File: src/rtl/mem_rf.sv
// rtl/mem_rf.sv - byte-writable register-file memory with clear sweep, registered read and range error flag
module mem_rf #(
  parameter int DATA_W = 8,
  parameter int DEPTH  = 8,
  parameter int ADDR_W = 4,
  localparam int BE_W  = DATA_W / 8
) (
  input  logic              clk,
  input  logic              rst_n,
  input  logic [ADDR_W-1:0] addr,
  input  logic              wen,
  input  logic [BE_W-1:0]   wbe,
  input  logic [DATA_W-1:0] wdata,
  input  logic              ren,
  input  logic              clr,
  output logic [DATA_W-1:0] data_out,
  output logic              rvalid,
  output logic              busy,
  output logic              err
);

  // Index width that exactly addresses DEPTH entries; addr may be wider.
  localparam int IDX_W = (DEPTH > 1) ? $clog2(DEPTH) : 1;
  localparam logic [ADDR_W-1:0] LAST = ADDR_W'(DEPTH - 1);

  typedef enum logic {
    INIT = 1'b0,
    IDLE = 1'b1
  } state_t;

  state_t              state;
  state_t              next_state;
  logic [ADDR_W-1:0]   cnt;
  logic [ADDR_W-1:0]   next_cnt;

  logic [DATA_W-1:0]   mem [DEPTH];

  logic [IDX_W-1:0]    idx;
  logic [IDX_W-1:0]    cnt_idx;
  logic                in_range;
  logic                accept;
  logic                wr_fire;
  logic [DATA_W-1:0]   merged;

  assign idx      = addr[IDX_W-1:0];
  assign cnt_idx  = cnt[IDX_W-1:0];
  assign in_range = (32'(addr) < 32'(DEPTH));

  // Requests are honoured only in IDLE and never in the cycle that starts a clear.
  assign accept   = (state == IDLE) && !clr;
  assign wr_fire  = accept && wen && in_range;

  // Busy is simply the decoded state register, so it is high through reset and the whole sweep.
  assign busy     = (state == INIT);

  // Byte-merge of the addressed word with the write data; also feeds the write-first read path.
  always_comb begin
    merged = mem[idx];
    for (int k = 0; k < BE_W; k++) begin
      if (wbe[k]) begin
        merged[8*k +: 8] = wdata[8*k +: 8];
      end
    end
  end

  // Next-state logic: the sweep walks every entry once, a clear request restarts it.
  always_comb begin
    next_state = state;
    next_cnt   = cnt;
    case (state)
      INIT: begin
        if (cnt == LAST) begin
          next_state = IDLE;
          next_cnt   = '0;
        end else begin
          next_cnt   = cnt + ADDR_W'(1);
        end
      end
      IDLE: begin
        next_cnt = '0;
        if (clr) begin
          next_state = INIT;
        end
      end
      default: begin
        next_state = INIT;
        next_cnt   = '0;
      end
    endcase
  end

  // State and sweep counter; reset restarts the sweep from entry 0.
  always_ff @(posedge clk or negedge rst_n) begin
    if (!rst_n) begin
      state <= INIT;
      cnt   <= '0;
    end else begin
      state <= next_state;
      cnt   <= next_cnt;
    end
  end

  // Storage array: no reset, cleared by the sweep; held still while reset is low.
  always_ff @(posedge clk) begin
    if (rst_n) begin
      if (state == INIT) begin
        mem[cnt_idx] <= '0;
      end else if (wr_fire) begin
        mem[idx] <= merged;
      end
    end
  end

  // Registered read data, read-valid and error pulses.
  always_ff @(posedge clk or negedge rst_n) begin
    if (!rst_n) begin
      data_out <= '0;
      rvalid   <= 1'b0;
      err      <= 1'b0;
    end else begin
      rvalid <= 1'b0;
      err    <= 1'b0;
      if (accept) begin
        if (ren) begin
          rvalid <= 1'b1;
          if (!in_range) begin
            data_out <= '0;
          end else if (wen) begin
            data_out <= merged;
          end else begin
            data_out <= mem[idx];
          end
        end
        if ((ren || wen) && !in_range) begin
          err <= 1'b1;
        end
      end
    end
  end

endmodule

File: config.mk
export PLATFORM = sky130hd
export DESIGN_NAME = mem_rf
export DESIGN_NICKNAME = d
export VERILOG_FILES = /design/src/rtl/mem_rf.sv
export SDC_FILE = /design/constraint.sdc
export NUM_CORES = 1
export LEC_CHECK = 0
export CAP_MARGIN = 10
export CORE_ASPECT_RATIO = 0.9
export CORE_MARGIN = 2
export CORE_UTILIZATION = 42
export DETAILED_ROUTE_END_ITERATION = 12
export PLACE_DENSITY = 0.71
export SYNTH_ARGS = -nofsm -noshare
export SYNTH_HDL_FRONTEND = slang
export SYNTH_SLANG_ARGS = --single-unit
File: constraint.sdc
create_clock -name clk -period 4.09 [get_ports clk]
set_input_delay 0.818 -clock clk [delete_from_list [all_inputs] [get_ports clk]]
set_output_delay 0.818 -clock clk [all_outputs]
set_load 0.1 [all_outputs]
==> flow_metrics.env, run 1 <==
export IMPL_wire_per_inst_um=20.6
export IMPL_synthCells=202
export IMPL_layout_drive_gt1_share=0.142
export IMPL_syn_cell_area_um2=3340
export IMPL_grt_pass1_vias=2068
export IMPL_grt_max_degree=23
export IMPL_hp_class="flip-flop to flip-flop"
export IMPL_fp_dieH_um=88.6
export IMPL_post_cts_resize_count=0
export IMPL_worstPathMaxFanout=12
export IMPL_overflow=0
export IMPL_synth_top_cell_area_share=0.576
export IMPL_ir_drop_mv=0.411
export IMPL_n_antenna_cell=0
export IMPL_drc_errors=0
export IMPL_setup_ws_ns=1.20
export IMPL_syn_area_per_cell_um2=16.5
export IMPL_cap_violations=0
export IMPL_synth_top_cell_by_area="edfxtp_1"
export IMPL_final_setup_viol_count=0
export IMPL_async_flop_share=0.190
export IMPL_tns_ns=0
export IMPL_synthesis_nets=221
export IMPL_maxSlewHeadroom=0.346
export IMPL_rsz0062_at_grt="no"
export IMPL_p_leak_nw=1.44
export IMPL_fin_crit_sh=0.707
export IMPL_dr_pass1_iters=4
export IMPL_synth_warnings=0
export IMPL_num_rows=30
export IMPL_place_area_um2=3750
export IMPL_grt_usage=0.178
export IMPL_drt_wl_total_um=7080
export IMPL_area_growth_syn_to_layout_pct=18.3
export IMPL_tightest_slew_ns=0.978
export IMPL_final_area_um2=3950
export IMPL_drtIter0Drc=105
export IMPL_clock_root_buffer="clkbuf_8"
export IMPL_synth_edf_count=64
export IMPL_start_util=0.438
export IMPL_grt_antenna_before_repair=0
export IMPL_synth_ff_type="edfxtp_1"
export IMPL_clk_latency_ns=0.35
export IMPL_cp_end_kind="output pin"
export IMPL_dieArea_um2=8680
export IMPL_max_freq_mhz=346
export IMPL_die_w_um=98.0
export IMPL_num_vias=1960
export IMPL_place_ws_ns=0.872
export IMPL_power_density_nw_per_um2=620
export IMPL_port_buffers=28
export IMPL_detail_route_antenna_nets=0
export IMPL_drt_vias_per_instance=5.71
export IMPL_cts_buffers=9
export IMPL_worstPathArrival_ns=2.07
export IMPL_period_minus_slack_ns=2.89
export IMPL_power_mw=2.45
export IMPL_outcome="complete, no violations"
export IMPL_synth_seq_area_share=0.688
export IMPL_clkSinkCount=79
export IMPL_path_class="flip-flop to output pin"
export IMPL_drv_slew=0
export IMPL_path_clk_slew_ns=0.08
export IMPL_cts_htree_levels=3
export IMPL_synth_top_cells_by_area="edfxtp_1, dfrtp_1, mux4_2, mux4_1, mux2i_1"
export IMPL_synth_seq_cells=79
export IMPL_post_synth_num_cell_types=35
export IMPL_post_dp_hpwl_um=4490
export IMPL_cp_required_ns=3.27
export IMPL_clockBufferDepth=2
export IMPL_finClkSkew_ns=0.0105
export IMPL_hold_viol_final=0
export IMPL_core_um2=7620
export IMPL_crit_path_start_kind="flip-flop"
export IMPL_place_gp_congestion=0.785
export IMPL_grt_pass1_wl_um=11200
export IMPL_holdBufCountCts=0
export IMPL_final_nets=261
export IMPL_post_cts_buffers=0
export IMPL_io_pins=29
export IMPL_cts_tree="done"
[where the power goes]
| group | switching [mW] | internal [mW] | total (mW) |
|---|---|---|---|
| logic | 0.546 | 0.230 | 0.776 |
| clock network | 0.280 | 0.285 | 0.565 |
| registers | 0.0830 | 1.03 | 1.11 |
[layer usage]
layer	vias to the layer above	GRT usage	routed length [µm]
met2	76	0.288	3250
met3	15	0.0569	563
met1	985	0.231	3090
li1	884	-	-
met4	0	0.0644	176
met5	-	0	0
[sequential cells by signal, indices dropped and copies added, names as in the netlist]
| register | flops |
|---|---|
| mem | 64 |
| data_out | 8 |
| cnt | 4 |
| err | 1 |
| rvalid | 1 |
| state | 1 |
[metrics by stage]
step                hold WS, ns  utilization  std cells
finish                    0.507        0.518        343
global route              0.537        0.518        343
CTS                       0.506        0.518        343
detailed placement        0.481        0.492        327
global placement          0.480        0.492        327
floorplan                 0.474            -        202
[cell usage after synthesis (2+ instances only)]
cell type / n
a21oi_1: 9
buf_2: 2
clkbuf_1: 4
dfrtp_1: 15
edfxtp_1: 64
inv_1: 12
mux2i_1: 9
mux4_1: 7
mux4_2: 9
nand2_1: 20
nand4b_1: 3
nor2_1: 6
nor2b_1: 3
nor3b_1: 2
o21ai_0: 3
o221ai_1: 8
o22ai_1: 8
[cells in the final DEF (no fill, tap or decap), drive strengths merged, types with 2 or more instances in the layout]
master and instances:
a21oi 9, buf 10, o221ai 8, nand4b 3, mux2i 9, edfxtp 64
dfrtp 15, clkbuf 10, nand2 20, clkdlybuf4s50 28, inv 13, mux4 16
o21ai 3, clkinv 3, o22ai 8, nor2 6, nor3b 2, nor2b 3
[worst max-delay path, cell delays in order (launching register included)]
cell,delay [ns]
dfrtp_1,0.51
inv_1,0.09
clkdlybuf4s50_1,1.13
[logic make-up after synthesis]
| family | synth area share |
|---|---|
| XOR/XNOR | 0.00262 |
| flip-flops | 0.688 |
| AO/OA/AOI/OAI | 0.0633 |
| buffers and inverters | 0.0319 |
| multiplexers | 0.143 |
| AND/OR/NAND/NOR | 0.0675 |
| adder cells (fa/ha/maj) | 0.00375 |
[area by class of cell]
type	count	area, µm²
multi-input cells	102	935
inverters	12	45.0
clock inverters	6	68.8
fillers	625	3670
flip-flops and latches	79	2300
clock buffers	10	128
repair buffers	38	355
well taps	96	120
[final timing paths]
check	from	slack, ns	end	depth (start not counted)
worst max-delay path	state	1.20	busy	2
worst min-delay path	data_out[1]	0.51	data_out[1]	2
worst max register to register	state	1.81	mem[5][6]	3
worst min register to register	data_out[1]	0.51	data_out[1]	2
max in group asynchronous	rst_n	2.97	data_out[7]	2
min in group asynchronous	rst_n	0.88	data_out[5]	2
Note: power is estimated with default switching activity, not from simulation.
==> inputs of run 2 (changes only) <==
==> constraint.sdc (replaced) <==
create_clock -name clk -period 2.9 [get_ports clk]
set_input_delay 0.58 -clock clk [delete_from_list [all_inputs] [get_ports clk]]
set_output_delay 0.58 -clock clk [all_outputs]
set_load 0.1 [all_outputs]
==> flow_metrics.env, run 2 (synthesized netlist as in run 1, its figures left out) <==
export IMPL_outcome="complete, no violations"
export IMPL_path_class="input port to flip-flop"
export IMPL_crit_path_start_kind="input port"
export IMPL_p_leak_nw=1.49
export IMPL_wire_per_inst_um=20.2
export IMPL_ir_drop_mv=0.615
export IMPL_clockBufferDepth=2
export IMPL_power_density_nw_per_um2=868
export IMPL_drt_wl_total_um=7060
export IMPL_cp_required_ns=2.97
export IMPL_dp_cells=333
export IMPL_hp_class="flip-flop to flip-flop"
export IMPL_dieArea_um2=8680
export IMPL_hold_viol_final=0
export IMPL_fin_crit_sh=0.802
export IMPL_path_clk_slew_ns=0.07
export IMPL_grt_usage=0.175
export IMPL_cts_htree_levels=3
export IMPL_n_antenna_cell=0
export IMPL_worstPathMaxFanout=8
export IMPL_post_dp_hpwl_um=4420
export IMPL_worstPathBufferInverterCount=1
export IMPL_detail_route_antenna_nets=0
export IMPL_whs_ns=0.498
export IMPL_drt_vias_per_instance=5.61
export IMPL_cts_tree="done"
export IMPL_slowest_delay_ns=0.57
export IMPL_area_growth_syn_to_layout_pct=19.3
export IMPL_overflow=0
export IMPL_io_pins=29
export IMPL_slowest_stage="o22ai_1"
export IMPL_drtIter0Drc=134
export IMPL_drc_errors=0
export IMPL_num_vias=1958
export IMPL_final_setup_viol_count=0
export IMPL_die_w_um=98.0
export IMPL_most_common_layout_cells="edfxtp_1, buf_4, nand2_1"
export IMPL_grt_pass1_vias=1951
export IMPL_cts_buffers=9
export IMPL_finClkSkew_ns=0.00640
export IMPL_post_cts_buffers=0
export IMPL_worstPathArrival_ns=2.39
export IMPL_clkSinkCount=79
export IMPL_mostFrequentLayoutCell="edfxtp_1"
export IMPL_cap_violations=0
export IMPL_num_rows=30
export IMPL_post_cts_resize_count=0
export IMPL_clock_root_buffer="clkbuf_8"
export IMPL_layoutNonFillerInstCount=349
export IMPL_place_gp_congestion=0.749
export IMPL_final_nets=267
export IMPL_rsz0062_at_grt="no"
export IMPL_max_freq_mhz=430
export IMPL_fp_dieH_um=88.6
export IMPL_tightest_slew_ns=0.596
export IMPL_maxSlewHeadroom=0.603
export IMPL_grt_antenna_before_repair=0
export IMPL_tns_ns=0
export IMPL_drv_slew=0
export IMPL_layout_drive_gt1_share=0.202
export IMPL_path_delay_family="simple AND/OR/NAND/NOR gates"
export IMPL_port_buffers=28
export IMPL_largest_register="mem"
export IMPL_cp_end_kind="flip-flop"
export IMPL_dr_pass1_iters=5
export IMPL_crit_chain="clkdlybuf4s50_1 -> nand4bb_1 -> or3_1 -> o22ai_1"
export IMPL_core_um2=7620
export IMPL_clk_latency_ns=0.34
export IMPL_start_util=0.438
export IMPL_holdBufCountCts=0
export IMPL_reg_largest_list="mem x64, data_out x8, cnt x4"
export IMPL_grt_max_degree=23
export IMPL_grt_pass1_wl_um=10800
export IMPL_largest_register_ff_count=64
export IMPL_period_minus_slack_ns=2.33
[run 2: worst reg2reg max path, cell delays in order, from the launching register on]
cell and delay (ns):
dfrtp_1 0.55, nand4bb_1 0.17, or3_1 0.53, o22ai_1 0.57
[run 2: metrics by stage]
stage               setup slack (ns)  utilization  total power, mW  area (µm²)
detailed placement             0.245        0.496             2.67        3780
CTS                            0.594        0.522             3.48        3980
floorplan                      0.750            -             2.36        3340
global route                   0.497        0.522             3.60        3980
finish                         0.574        0.522             3.45        3980
global placement               0.340        0.496             2.66        3780
[run 2: final timing paths]
kind	slack, ns	cells after the start	start	to
max in group asynchronous	2.03	2	rst_n	data_out[3]
setup / recovery	0.57	4	wen	mem[0][2]
setup reg to reg	0.79	3	state	mem[0][2]
min in group asynchronous	0.64	2	rst_n	cnt[2]
hold reg to reg	0.50	2	data_out[0]	data_out[0]
hold / removal	0.50	2	data_out[0]	data_out[0]
[run 2: area by class of cell]
class | count | area [µm²]
fill | 622 | 3640
timing repair buffer | 44 | 385
multi-input combinational | 102 | 935
sequential | 79 | 2300
tap | 96 | 120
inverter | 12 | 45.0
clock inverter | 4 | 53.8
clock buffer | 12 | 145
[run 2: where the power goes]
group / leakage, nW / internal, mW / switching, mW / total [mW]
clock network: 0.0932 / 0.425 / 0.382 / 0.807
logic: 0.589 / 0.309 / 0.773 / 1.08
registers: 0.804 / 1.45 / 0.119 / 1.56
total: 1.49 / 2.18 / 1.27 / 3.45
[run 2: layer usage]
layer	part of all wire	routed length [µm]	track usage
met3	0.077	546	0.0569
met4	0.020	139	0.0657
met1	0.45	3150	0.233
met2	0.46	3220	0.273
met5	0	0	0
==> inputs of run 3 (changes only) <==
--- a/config.mk
+++ b/config.mk
@@ -10,7 +10,7 @@
 export CORE_MARGIN = 2
 export CORE_UTILIZATION = 42
 export DETAILED_ROUTE_END_ITERATION = 12
-export PLACE_DENSITY = 0.71
+export PLACE_DENSITY = 0.73
 export SYNTH_ARGS = -nofsm -noshare
 export SYNTH_HDL_FRONTEND = slang
 export SYNTH_SLANG_ARGS = --single-unit
==> constraint.sdc (replaced) <==
create_clock -name clk -period 2.1 [get_ports clk]
set_input_delay 0.42 -clock clk [delete_from_list [all_inputs] [get_ports clk]]
set_output_delay 0.42 -clock clk [all_outputs]
set_load 0.1 [all_outputs]
==> flow_metrics.env, run 3 (synthesized netlist as in run 1, its figures left out) <==
export IMPL_path_delay_family="multiplexers"
export IMPL_grt_antenna_before_repair=0
export IMPL_highest_layer="met4"
export IMPL_worstPathArrival_ns=2.13
export IMPL_num_vias=2065
export IMPL_clkSinkCount=79
export IMPL_clockPowerShare=0.218
export IMPL_grt_usage=0.181
export IMPL_regToRegEndpoint="mem[0][6]"
export IMPL_die_w_um=98.0
export IMPL_p_sw_frac=0.385
export IMPL_whs_ns=0.435
export IMPL_tightest_slew_ns=0.364
export IMPL_wl_met1_um=2940
export IMPL_most_common_layout_cells="edfxtp_1, buf_4, nand2_1"
export IMPL_largest_register="mem"
export IMPL_drc_errors=0
export IMPL_drt_wl_total_um=7240
export IMPL_dr_pass1_iters=4
export IMPL_crit_path_start_kind="input port"
export IMPL_place_gp_congestion=0.826
export IMPL_core_um2=7620
export IMPL_outcome="complete, no violations"
export IMPL_period_minus_slack_ns=2.06
export IMPL_p_comb_frac=0.343
export IMPL_grt_pass1_wl_um=11400
export IMPL_post_dp_hpwl_um=4980
export IMPL_io_pins=29
export IMPL_maxSlewHeadroom=0.756
export IMPL_rsz0062_at_grt="yes"
export IMPL_grt_pass1_vias=2109
export IMPL_p_seq_frac=0.439
export IMPL_clock_root_buffer="clkbuf_8"
export IMPL_hold_viol_final=0
export IMPL_drt_vias_per_instance=5.51
export IMPL_wl_met3_um=533
export IMPL_n_antenna_cell=0
export IMPL_power_density_nw_per_um2=1150
export IMPL_cp_end_kind="flip-flop"
export IMPL_max_freq_mhz=487
export IMPL_p_leak_nw=1.62
export IMPL_cts_buffers=9
export IMPL_rr_worst_depth=5
export IMPL_path_class="input port to flip-flop"
export IMPL_ir_drop_mv=0.550
export IMPL_mostFrequentLayoutCell="edfxtp_1"
export IMPL_cap_violations=0
export IMPL_internal_power_mw=2.99
export IMPL_fin_crit_sh=0.979
export IMPL_reg_largest_list="mem x64, data_out x8, cnt x4"
export IMPL_largest_register_ff_count=64
export IMPL_reg2reg_from="state"
export IMPL_cts_htree_levels=3
export IMPL_slowest_delay_ns=0.57
export IMPL_drv_slew=0
export IMPL_detail_route_antenna_nets=0
export IMPL_final_core_util=0.556
export IMPL_fp_dieH_um=88.6
export IMPL_finClkSkew_ns=0.00646
export IMPL_final_nets=293
export IMPL_layout_drive_gt1_share=0.326
export IMPL_drtIter0Drc=132
export IMPL_wire_per_inst_um=19.3
export IMPL_cts_tree="done"
export IMPL_path_clk_slew_ns=0.09
export IMPL_crit_chain="clkdlybuf4s50_1 -> buf_6 -> mux4_1 -> mux2i_1 -> o22ai_2"
export IMPL_grt_max_degree=23
export IMPL_num_rows=30
export IMPL_cp_required_ns=2.18
export IMPL_r2r_slack_ns=0.28
export IMPL_worstPathBufferInverterCount=2
export IMPL_dieArea_um2=8680
export IMPL_start_util=0.438
export IMPL_slowest_stage="mux4_1"
export IMPL_wl_met2_um=3640
export IMPL_port_buffers=28
export IMPL_hp_class="input port to async pin"
export IMPL_clk_latency_ns=0.35
export IMPL_worstPathMaxFanout=9
export IMPL_final_setup_viol_count=0
export IMPL_overflow=0
export IMPL_area_growth_syn_to_layout_pct=26.8
export IMPL_clockBufferDepth=2
export IMPL_switchingPower_mw=1.87
## run 3: area by class of cell
class,count,area [µm²]
Fill cell,600,3390
Timing Repair Buffer,70,584
Multi-Input combinational cell,102,1000
Sequential cell,79,2300
Clock inverter,7,62.6
Clock buffer,9,124
Inverter,12,45.0
Tap cell,96,120
## run 3: what timing repair did
item	4_1_cts	5_1_grt
gates resized for setup	0	13
buffers inserted	0	0
hold buffers	0	0
setup endpoints to repair	0	68
## run 3: how the worst max path moves through the flow
stage	start	to	slack, ns	depth (start not counted)
final	addr[0]	mem[4][4]	0.04	5
after global routing	addr[0]	mem[4][4]	-0.03	5
after CTS	addr[0]	mem[2][5]	0.02	5
after detailed placement	addr[0]	mem[4][5]	-0.36	5
after global placement	addr[0]	mem[5][4]	-0.30	5
after floorplan	addr[2]	mem[0][0]	0.11	3
## run 3: routing by layer
metal | track usage | vias to the layer above
met5 | 0 | -
met4 | 0.0795 | 0
met3 | 0.0506 | 15
met2 | 0.298 | 78
met1 | 0.228 | 1023
li1 | - | 949
## run 3: worst register-to-register path, cell delays in order, from the launching register on
cell	delay (ns)
dfrtp_1	0.36
nand4bb_1	0.13
buf_4	0.18
or4_1	0.42
a21oi_1	0.25
buf_4	0.21
## run 3: power by group through the flow
stage / clock network (mW) / logic (mW) / registers, mW
after floorplan: 0 / 0.554 / 2.70
after global placement: 0 / 1.62 / 2.16
after detailed placement: 0 / 1.64 / 2.17
after CTS: 1.08 / 1.65 / 2.14
after global routing: 1.16 / 1.76 / 2.16
final: 1.06 / 1.67 / 2.14
## run 3: through the flow
stage,setup slack (ns),power (mW),std cells,setup TNS [ns],instance area (µm²)
after global routing,-0.0305,5.08,375,-0.327,4230
after CTS,0.0220,4.87,375,0,4160
after detailed placement,-0.364,3.81,359,-35.87,3980
after floorplan,0.110,3.25,202,0,3340
final,0.0449,4.86,375,0,4230
after global placement,-0.296,3.77,359,-30.78,3980
